[config.mk]
export PLATFORM = sky130hd
export DESIGN_NAME = bus_memtest_master
export DESIGN_NICKNAME = d
export VERILOG_FILES = /design/src/rtl/bus_memtest_master.sv
export SDC_FILE = /design/constraint.sdc
export NUM_CORES = 1
export LEC_CHECK = 0
export ABC_AREA = 1
export BUFFER_PORTS_ARGS = -buffer_cell sky130_fd_sc_hd__buf_2
export CORE_MARGIN = 3
export CORE_UTILIZATION = 58
export DETAILED_ROUTE_END_ITERATION = 10
export PLACE_DENSITY = 0.89
export SLEW_MARGIN = 5
export SYNTH_ARGS = -nofsm -noshare
export SYNTH_HDL_FRONTEND = slang
export SYNTH_SLANG_ARGS = --single-unit
[constraint.sdc]
create_clock -name clk_clk -period 2.68 [get_ports clk_clk]
set_input_delay 0.536 -clock clk_clk [delete_from_list [all_inputs] [get_ports clk_clk]]
set_output_delay 0.536 -clock clk_clk [all_outputs]
set_load 0.05 [all_outputs]
[src/rtl/bus_memtest_master.sv]
// Bus memory-test master: writes an incrementing pattern (seed + i) to a
// block of 16-bit words, reads it back, counts mismatches and reports
// pass/fail. A per-transaction wait counter aborts the run if the responder
// never acknowledges.
module bus_memtest_master #(
    parameter int TIMEOUT = 255
) (
    input  logic        clk_clk,
    input  logic        reset_reset,
    input  logic        start,
    input  logic [18:0] base_address,
    input  logic [17:0] word_count,
    input  logic [15:0] seed,
    output logic [18:0] address,
    output logic        bus_enable,
    output logic [1:0]  byte_enable,
    output logic        rw,
    output logic [15:0] write_data,
    input  logic        acknowledge,
    input  logic [15:0] read_data,
    output logic        busy,
    output logic        done,
    output logic        pass,
    output logic        timed_out,
    output logic [15:0] error_count,
    output logic [18:0] first_fail_addr
);

    localparam logic [2:0] S_IDLE   = 3'd0;
    localparam logic [2:0] S_WR_REQ = 3'd1;
    localparam logic [2:0] S_WR_GAP = 3'd2;
    localparam logic [2:0] S_RD_REQ = 3'd3;
    localparam logic [2:0] S_RD_GAP = 3'd4;
    localparam logic [2:0] S_DONE   = 3'd5;

    // Last wait-counter value before the abort fires.
    localparam logic [15:0] WAIT_LAST = 16'(TIMEOUT - 1);

    logic [2:0]  state_q, state_d;
    logic [18:0] base_q, base_d;
    logic [17:0] count_q, count_d;
    logic [15:0] seed_q, seed_d;
    logic [17:0] index_q, index_d;
    logic [18:0] addr_q, addr_d;
    logic [15:0] data_q, data_d;
    logic [15:0] wait_q, wait_d;
    logic [15:0] err_q, err_d;
    logic [18:0] fail_addr_q, fail_addr_d;
    logic        timed_out_q, timed_out_d;
    logic        pass_q, pass_d;
    logic [17:0] index_inc;
    logic        result_ok;

    assign index_inc = index_q + 18'd1;
    assign result_ok = (err_q == 16'd0) && !timed_out_q;

    // Next-state, address/pattern generation, checking and timeout logic.
    always_comb begin
        state_d     = state_q;
        base_d      = base_q;
        count_d     = count_q;
        seed_d      = seed_q;
        index_d     = index_q;
        addr_d      = addr_q;
        data_d      = data_q;
        wait_d      = wait_q;
        err_d       = err_q;
        fail_addr_d = fail_addr_q;
        timed_out_d = timed_out_q;
        pass_d      = pass_q;
        case (state_q)
            S_IDLE: begin
                if (start) begin
                    // Bit 0 of the base is forced low so every access is word aligned.
                    base_d      = base_address & 19'h7FFFE;
                    addr_d      = base_address & 19'h7FFFE;
                    count_d     = word_count;
                    seed_d      = seed;
                    data_d      = seed;
                    index_d     = 18'd0;
                    wait_d      = 16'd0;
                    err_d       = 16'd0;
                    fail_addr_d = 19'd0;
                    timed_out_d = 1'b0;
                    pass_d      = 1'b0;
                    state_d     = (word_count == 18'd0) ? S_DONE : S_WR_REQ;
                end
            end
            S_WR_REQ, S_RD_REQ: begin
                if (acknowledge) begin
                    if (state_q == S_RD_REQ && read_data != data_q) begin
                        if (err_q != 16'hFFFF) begin
                            err_d = err_q + 16'd1;
                        end
                        if (err_q == 16'd0) begin
                            fail_addr_d = addr_q;
                        end
                    end
                    index_d = index_inc;
                    addr_d  = addr_q + 19'd2;
                    data_d  = data_q + 16'd1;
                    wait_d  = 16'd0;
                    if (state_q == S_WR_REQ) begin
                        state_d = S_WR_GAP;
                    end else begin
                        // The final read goes straight to DONE; DONE already
                        // holds bus_enable low, so it doubles as the last gap.
                        state_d = (index_inc < count_q) ? S_RD_GAP : S_DONE;
                    end
                end else if (wait_q == WAIT_LAST) begin
                    timed_out_d = 1'b1;
                    state_d     = S_DONE;
                end else begin
                    wait_d = wait_q + 16'd1;
                end
            end
            S_WR_GAP: begin
                if (index_q < count_q) begin
                    state_d = S_WR_REQ;
                end else begin
                    index_d = 18'd0;
                    addr_d  = base_q;
                    data_d  = seed_q;
                    state_d = S_RD_REQ;
                end
            end
            S_RD_GAP: begin
                state_d = (index_q < count_q) ? S_RD_REQ : S_DONE;
            end
            S_DONE: begin
                pass_d  = result_ok;
                state_d = S_IDLE;
            end
            default: state_d = S_IDLE;
        endcase
    end

    // State register with synchronous reset of every output-visible flop.
    always_ff @(posedge clk_clk) begin
        if (reset_reset) begin
            state_q     <= S_IDLE;
            base_q      <= 19'd0;
            count_q     <= 18'd0;
            seed_q      <= 16'd0;
            index_q     <= 18'd0;
            addr_q      <= 19'd0;
            data_q      <= 16'd0;
            wait_q      <= 16'd0;
            err_q       <= 16'd0;
            fail_addr_q <= 19'd0;
            timed_out_q <= 1'b0;
            pass_q      <= 1'b0;
        end else begin
            state_q     <= state_d;
            base_q      <= base_d;
            count_q     <= count_d;
            seed_q      <= seed_d;
            index_q     <= index_d;
            addr_q      <= addr_d;
            data_q      <= data_d;
            wait_q      <= wait_d;
            err_q       <= err_d;
            fail_addr_q <= fail_addr_d;
            timed_out_q <= timed_out_d;
            pass_q      <= pass_d;
        end
    end

    assign bus_enable      = (state_q == S_WR_REQ) || (state_q == S_RD_REQ);
    assign rw              = (state_q != S_WR_REQ);
    assign address         = addr_q;
    assign write_data      = data_q;
    assign byte_enable     = 2'b11;
    assign busy            = (state_q != S_IDLE) && (state_q != S_DONE);
    assign done            = (state_q == S_DONE);
    // The result is shown live during DONE and held afterwards.
    assign pass            = (state_q == S_DONE) ? result_ok : pass_q;
    assign timed_out       = timed_out_q;
    assign error_count     = err_q;
    assign first_fail_addr = fail_addr_q;

endmodule
Word-level counts from Yosys, hierarchy flattened --
Cells that the tools add are included.
Operators by class: mux-type cells 40, $add $sub $neg 5, $lt $le $gt $ge 2, reduce and logical (&&, ||, !) cells 21, eq/ne operators 20
Operators with widths (number):
- 2-to-1 mux 16 bit | 9
- 2-to-1 mux 19 bit | 7
- case mux 16 bit (2 select lines) | 2
- case mux 19 bit (3 select lines) | 1
- 2-to-1 mux 18 bit | 3
- case mux 18 bit (3 select lines) | 1
- adder 16 x 1 -> 16 bit, second input constant | 3
- case mux 16 bit (3 select lines) | 1
- case mux 19 bit (2 select lines) | 1
- less-than comparator 18 bit | 2
- adder 19 x 2 -> 19 bit, second input constant | 1
- adder 18 x 1 -> 18 bit, second input constant | 1
- zero test 18 bit | 1
- 2-to-1 mux 3 bit | 6
- equality test 16 x 8 -> 1 bit, second input constant | 1
- zero test 16 bit | 1
- != test 16 bit | 1
- != test 16 bit, second input constant | 1
- != test 2 bit, second input constant | 8
- case mux 3 bit (4 select lines) | 1
- AND reduction 5 bit | 2
- != test 3 bit, second input constant | 3
- AND reduction 4 bit | 2
- equality test 3 x 2 -> 1 bit, second input constant | 2
- other kinds (15) | 27
Storage, ports and cells: input port bits 73, bits in registers 161, output and inout bits 78

Longest topological paths before layout --
Gate-level depths: netlist of the first run.
depth in word-level cells 6, depth in mapped cells 20

Worst setup path before layout of the first run --
Ideal clock, no wire load.
kind reg2out, start register state_q[2], end output port pass, arrival time 2.713 ns, path slack -0.569 ns, data required time 2.144 ns, path buffers 0, cell stages (with the launch flop) 4, cells stage by stage dfxtp_1 -> inv_1 -> nor3_1 -> o21ai_0
Between the ends: cells in the longest elaborated chain, start to end 2
Ends and longest elaborated chain:
- start, declared | line 39 | logic [2:0] state_q, state_d;
- start signal, assigned | line 154 | state_q <= state_d;
- equality test 3 bit
- named net done | line 22 | output logic done,
- 2-to-1 mux 1 bit | line 177 | assign pass = (state_q == S_DONE) ? result_ok : pass_q;
- end, declared | line 23 | output logic pass,
The timed path passes the listed nets, and every way through them passes these cells.

Worst setup path in the final report of the first run --
start register index_q[2], end register state_q[0]
Between the ends: cells in the longest elaborated chain, start to end 6
Ends and longest elaborated chain:
- start, declared | line 43 | logic [17:0] index_q, index_d;
- start signal, assigned | line 158 | index_q <= index_d;
- adder 18 x 1 -> 18 bit | line 54 | assign index_inc = index_q + 18'd1;
- less-than comparator 18 bit | line 108 | state_d = (index_inc < count_q) ? S_RD_GAP : S_DONE;
- 2-to-1 mux 1 bit | line 108
- 2-to-1 mux 3 bit | line 103 | if (state_q == S_WR_REQ) begin
- 2-to-1 mux 3 bit | line 90 | if (acknowledge) begin
- case mux 3 bit (4 select lines) | line 71 | case (state_q)
Every way passes these cells. A chain may end at the register's enable or synchronous reset.

==> results of run 1 <==
-- flip-flops by register name, indices dropped and copies added, names as in the netlist, 16 cells and up --
name / flops
first_fail_addr: 18
base_q: 18
write_data: 16
seed_q: 16
error_count: 16
address: 18
wait_q: 16
index_q: 18
count_q: 18
-- routing by layer --
layer | share of wire, % | vias up | routed length (µm) | GRT usage [%]
met5 | 0 | - | 0 | 0
met4 | 3.0 | 0 | 858 | 12.3
met3 | 9.3 | 78 | 2670 | 5.81
met2 | 47 | 555 | 13400 | 50.4
met1 | 41 | 5056 | 11800 | 39.6
li1 | - | 5439 | - | -
-- synth_stat cells --
cell type,instances,area (µm²)
xnor2_1,3,26.3
nor3_1,30,150
a21o_1,5,37.5
nand2_1,402,1510
a31o_2,1,8.76
clkinv_1,1,3.75
clkbuf_1,53,199
inv_2,3,11.3
a31oi_1,3,18.8
xor2_1,21,184
o22ai_1,4,25.0
a21oi_1,119,596
buf_1,4,15.0
nor3b_1,1,7.51
nand3_4,1,17.5
nand3b_1,1,7.51
dfxtp_1,159,3180
nand3_1,119,596
conb_1,2,7.51
and2_1,3,18.8
nor3_4,1,16.3
a221oi_1,2,17.5
nand2_2,1,6.26
a211oi_1,1,7.51
and3_1,1,6.26
nand3_2,1,10.0
or2_2,1,6.26
o211ai_1,4,30.0
buf_2,15,75.1
o21ai_0,79,395
nand4_1,62,388
inv_1,170,638
o21ai_1,2,10.0
ha_1,41,513
nor4_1,2,12.5
a22oi_1,9,67.6
o21bai_1,2,15.0
buf_4,5,37.5
nor2_1,269,1010
a22o_1,2,17.5
nor2_4,1,11.3
-- final cells by class --
cell class / count / area [µm²]
Sequential cell: 159 / 3190
Clock inverter: 14 / 158
Tap cell: 220 / 275
Antenna cell: 1 / 2.50
Inverter: 174 / 653
Multi-Input combinational cell: 1198 / 5790
Timing Repair Buffer: 175 / 976
Clock buffer: 18 / 439
Fill cell: 1403 / 5160
-- worst max path at each step --
stage                      end  slack (ns)  depth (start not counted)
floorplan                 pass        0.10                          4
global placement    state_q[0]        0.20                         17
detailed placement  state_q[0]        0.12                         17
CTS                 state_q[0]        0.09                         17
global route        state_q[0]        0.02                         20
finish              state_q[0]        0.21                         17
-- metrics by stage --
step	setup WS, ns	util [%]
global placement	0.201	65.2
finish	0.213	69.0
global route	0.0161	69.0
CTS	0.0923	68.8
floorplan	0.102	-
detailed placement	0.122	65.2
-- power by group through the flow --
stage          registers [mW]  clock network (mW)  logic, mW
5_1_grt                  3.40                2.57       5.23
3_5_place_dp             3.38                   0       4.63
3_3_place_gp             3.36                   0       4.52
4_1_cts                  3.33                2.47       4.68
6_report                 3.36                2.46       4.74
2_1_floorplan            4.07                   0       2.73
-- worst register-to-register path, cell delays in order (launching register included) --
cell	delay [ns]
dfxtp_1	0.44
inv_1	0.09
nor2_1	0.16
nand4_1	0.18
nor2_2	0.19
nand3_1	0.11
and2_1	0.17
ha_1	0.29
nand2_1	0.07
nor2_2	0.13
nand2_1	0.08
nor2_1	0.08
nand2_1	0.06
nand3_1	0.09
nand2_1	0.05
nand2_1	0.05
nand2_1	0.04
a21oi_1	0.11
-- cells by family (layout without fill, tap and decap cells) --
| logic type | Yosys count | in the layout | synth area share, % |
|---|---|---|---|
| fa+ha+maj | 41 | 41 | 5.18 |
| flops | 159 | 159 | 32.1 |
| xor+xnor | 24 | 24 | 2.12 |
| simple gates | 896 | 896 | 38.1 |
| compound gates | 233 | 233 | 12.6 |
| other cells | 2 | 5 | 0.0758 |
| buf+inv | 251 | 381 | 9.88 |
-- timing repair --
action | 4_1_cts | 5_1_grt
setup endpoints to repair | 0 | 1
gates resized for setup | 0 | 8
hold endpoints to repair | 0 | 0
setup buffers | 0 | 1
==> flow_summary_export.csv, run 1 <==
group,metric,value,unit
status,status,"complete, no violations",
sta,clock.fmax,405,MHz
setup_path,cpMostUsedCell,"nand2_1",
drt,wire_per_inst,14.7,µm
power,switchingPower,4.95,mW
place,hpwl,19900,µm
synth,syn_avg_cell_area,6.17,µm²
power,p_per_area,919,nW/µm²
power,p_int,5.60,mW
flow_run,maxCapViolations,0,
setup_path,arrival,2.82,ns
finish,final_nets,1839,
setup_path,slowest_delay,0.44,ns
hold_path,worst_hold_path.endpoint,"base_q[13]",
drt,drt_pre_antenna_iters,7,
global_routing,first_global_vias,10138,
die,die_h,137,µm
hold_path,hold_depth,3,
finish,layout-drive-gt1-share,13.2,%
clock_network,ctsLongestPathBuffers,2,
synth,synth_seq_area_share,32.1,%
power,ir_worst_vdd,739,µV
sta,worst_pin_slew,0.751,ns
die,core,16600,µm²
power,combinationalPowerShare,44.9,%
global_routing,grt_pass1_wl,47100,µm
power,p_sw_share,46.9,%
place,port_buffers,145,
clock_network,clkSinkCount,159,
drt,detail-route-antenna-nets,0,
clock_network,h-tree-depth,4,
die,start_util,59.6,%
finish,area_delta_synth_final,15.8,%
finish,final_cell_mix,"nand2_1, nor2_1, inv_1, dfxtp_1, buf_2",
hold_path,min_from,"base_address[13]",
hold_path,min_path_type,"in2reg",
finish,fin_area,11500,µm²
sta,setup_viol,0,
setup_path,startpoint_type,"flop",
clock_network,cts_tree,"done",
setup_path,reg2regPathDepth,17,
setup_path,crit_type,"reg2reg",
sta,hold_viol_final,0,
global_routing,grt_antenna_before_repair,0,
drt,wirelength,28800,µm
power,p_clk_share,23.3,%
drt,drt_iter0_markers,1061,
drt,vias,11128,
synth,synth_warnings,0,
setup_path,worst-path-buf-inv,1,
die,die_w,137,µm
power,p_seq_share,31.8,%
setup_path,worstReg2RegStart,"index_q[2]",
global_routing,gr-total-overflow,0,
sta,slew_headroom,49.9,%
die,rows,47,
sta,grt_setup_unrepaired,"no",
setup_path,critPathMaxFanout,5,
finish,final_common_cell,"nand2_1",
clock_network,insertion_delay,0.43,ns
clock_network,cts_made_buffers,17,
setup_path,worst_r2r_endpoint,"state_q[0]",
sta,min_period,2.47,ns
clock_network,cts_root_buf,"clkbuf_16",
setup_path,crit_family,"simple AND/OR/NAND/NOR gates",
synth,synth_seq_cells,159,
global_routing,grt_max_degree,93,
finish,final_cells,1959,
power,power.total,10.6,mW
synth,synth.distinct_cells,41,
setup_path,cp-end-kind,"flop",
place,post-place-cells,1925,
synth,syn_inst,1606,
place,place.gp.congestion,0.954,
setup_path,critPathSlowestCell,"dfxtp_1",
setup_path,crit_required,3.03,ns
setup_path,crit_chain,"inv_1 > nor2_1 > nand4_1 > nor2_2 > nand3_1 > and2_1 > ha_1 > nand2_1 > nor2_2 > nand2_1 > nor2_1 > nand2_1 > nand3_1 > nand2_1 > nand2_1 > nand2_1 > a21oi_1",
setup_path,ff2ff_setup_slack,0.21,ns
synth,syn_area,9910,µm²
drt,viasPerCell,5.68,
place,dpl_cell_area,10900,µm²
clock_network,clk_pin_slew,0.07,ns
global_routing,grt.total_usage,30.6,%
sta,fin_tns_setup,0,ns
die,dieArea,18700,µm²
setup_path,critPathLaunch,"index_q[2]",
clock_network,ctsHoldBuffers,0,
power,p_leak,5.26,nW
sta,post-route-period-util,92.0,%
drt,drc,0,
die,ios,151,
sta,slew_violations,0,
sta,holdWs,0.384,ns
sta,worst_clock_skew,0.00961,ns
Power figures use the tool's default switching activity.
==> run 2, diff against run 1 <==
Settings changed: CORE_UTILIZATION 58 to 60, PLACE_DENSITY 0.89 to 0.92.
Clock period 2.68 ns to 3.2 ns, I/O delays scaled along.
==> run 2 against run 1 <==
Net effect: global-route usage up 1.6 points; combinational power down 17%; non-clock buffer count down 12; critical path type unchanged.
==> flow_summary_export.csv, run 2 (same netlist as run 1, synthesis figures left out) <==
group,metric,value,unit
drt,wirelength,29600,µm
power,p_per_area,776,nW/µm²
setup_path,startpoint_type,"flop",
setup_path,arrival,3.12,ns
power,power.total,8.80,mW
setup_path,reg2regPathDepth,17,
setup_path,crit_required,3.56,ns
sta,grt_setup_unrepaired,"no",
place,hpwl,20500,µm
drt,vias,11309,
setup_path,critPathMaxFanout,6,
die,start_util,61.9,%
power,p_int,4.65,mW
drt,viasPerCell,5.81,
setup_path,crit_type,"reg2reg",
setup_path,ff2ff_setup_slack,0.44,ns
power,p_sw_share,47.2,%
global_routing,grt.total_usage,32.2,%
power,p_leak,5.19,nW
clock_network,clkSinkCount,159,
place,dpl_cell_area,10800,µm²
setup_path,cp-end-kind,"flop",
sta,clock.fmax,362,MHz
finish,final_nets,1827,
sta,holdWs,0.446,ns
die,rows,46,
drt,drt_pre_antenna_iters,6,
hold_path,hold_depth,2,
sta,slew_violations,0,
die,die_h,135,µm
hold_path,min_path_type,"reg2reg",
finish,layout-drive-gt1-share,12.1,%
sta,worst_pin_slew,0.775,ns
global_routing,grt-busiest-layer,"met2",
global_routing,gr-total-overflow,0,
clock_network,ctsLongestPathBuffers,2,
sta,post-route-period-util,86.3,%
power,combinationalPowerShare,44.8,%
clock_network,cts_root_buf,"clkbuf_16",
sta,slew_headroom,48.2,%
power,switchingPower,4.16,mW
sta,min_period,2.76,ns
clock_network,clk_pin_slew,0.06,ns
die,die_w,135,µm
drt,wire_per_inst,15.2,µm
drt,drt_iter0_markers,1252,
clock_network,insertion_delay,0.44,ns
global_routing,grt_use_met3,5.85,%
power,p_clk_share,23.0,%
sta,hold_viol_final,0,
clock_network,h-tree-depth,4,
power,ir_worst_vdd,532,µV
place,port_buffers,145,
die,dieArea,18100,µm²
clock_network,ctsHoldBuffers,0,
drt,detail-route-antenna-nets,0,
global_routing,first_global_vias,10328,
finish,fin_area,11300,µm²
global_routing,grt_antenna_before_repair,5,
setup_path,worstReg2RegStart,"index_q[5]",
finish,final_cell_mix,"nand2_1, nor2_1, inv_1, dfxtp_1, buf_2",
power,p_seq_share,32.2,%
die,core,16000,µm²
hold_path,min_from,"seed_q[4]",
global_routing,grt_pass1_wl,48200,µm
clock_network,cts_tree,"done",
drt,drc,0,
status,status,"complete, no violations",
global_routing,use_met2,52.2,%
global_routing,use_met1,42.0,%
sta,fin_tns_setup,0,ns
setup_path,worst_r2r_endpoint,"state_q[0]",
sta,setup_viol,0,
finish,area_delta_synth_final,14.4,%
hold_path,worst_hold_path.endpoint,"seed_q[4]",
clock_network,ctsResizeCount,0,
sta,worst_clock_skew,0.00823,ns
clock_network,cts_setup_buffers,0,
global_routing,grt_max_degree,62,
flow_run,maxCapViolations,0,
die,ios,151,
finish,fin_util,70.9,%
place,place.gp.congestion,0.958,
finish,n_fill_cell,1335,
finish,final_common_cell,"nand2_1",
clock_network,cts_made_buffers,17,
-- run 2: power groups by stage --
| stage | registers (mW) | logic (mW) | clock network [mW] |
|---|---|---|---|
| after CTS | 2.80 | 3.89 | 2.03 |
| final | 2.83 | 3.95 | 2.03 |
| after detailed placement | 2.84 | 3.84 | 0 |
| after floorplan | 3.41 | 2.29 | 0 |
| after global placement | 2.83 | 3.73 | 0 |
| after global routing | 2.87 | 4.35 | 2.11 |
-- run 2: final cells by class --
cell class	instances	area [µm²]	area share, %
antenna	3	7.51	0.0662
clock buffer	19	443	3.91
clock inverter	13	139	1.22
inverter	174	653	5.76
multi-input combinational	1198	5770	50.9
sequential	159	3180	28.1
tap	216	270	2.38
timing repair buffer	163	873	7.70
-- run 2: how the worst max path moves through the flow --
stage                           from  depth (start not counted)    endpoint  slack, ns
after global placement    index_q[0]                         20  state_q[0]       0.62
after global routing      index_q[5]                         17  state_q[0]       0.10
after floorplan           state_q[2]                          4        pass       0.52
after CTS                 state_q[2]                          5        pass       0.50
final                     index_q[5]                         17  state_q[0]       0.44
after detailed placement  index_q[5]                         17  state_q[0]       0.53
-- run 2: layer usage --
layer	vias to the layer above	share of wire, %
met5	-	0.11
met3	127	10
met1	5105	40
met2	665	46
li1	5406	-
met4	6	3.9
-- run 2: critical path: stages, from the launching register on --
cell     delay, ns
dfxtp_1       0.47
nand2_1       0.13
nor3_1        0.27
nand4_1       0.21
nor2_1        0.22
nand3_1       0.13
and2_1        0.19
ha_1          0.29
nand2_1       0.07
nor2_1        0.13
inv_1         0.05
a21oi_1       0.13
nor2_1        0.05
nand3_1       0.10
nand2_1       0.05
nand2_1       0.05
nand2_1       0.04
a21oi_1       0.11
-- run 2: per-stage QoR --
| stage | worst slack (ns) | std cells |
|---|---|---|
| 2_1_floorplan | 0.518 | 1608 |
| 3_3_place_gp | 0.617 | 1910 |
| 3_5_place_dp | 0.531 | 1910 |
| 4_1_cts | 0.496 | 1942 |
| 5_1_grt | 0.103 | 1944 |
| 6_report | 0.439 | 1945 |
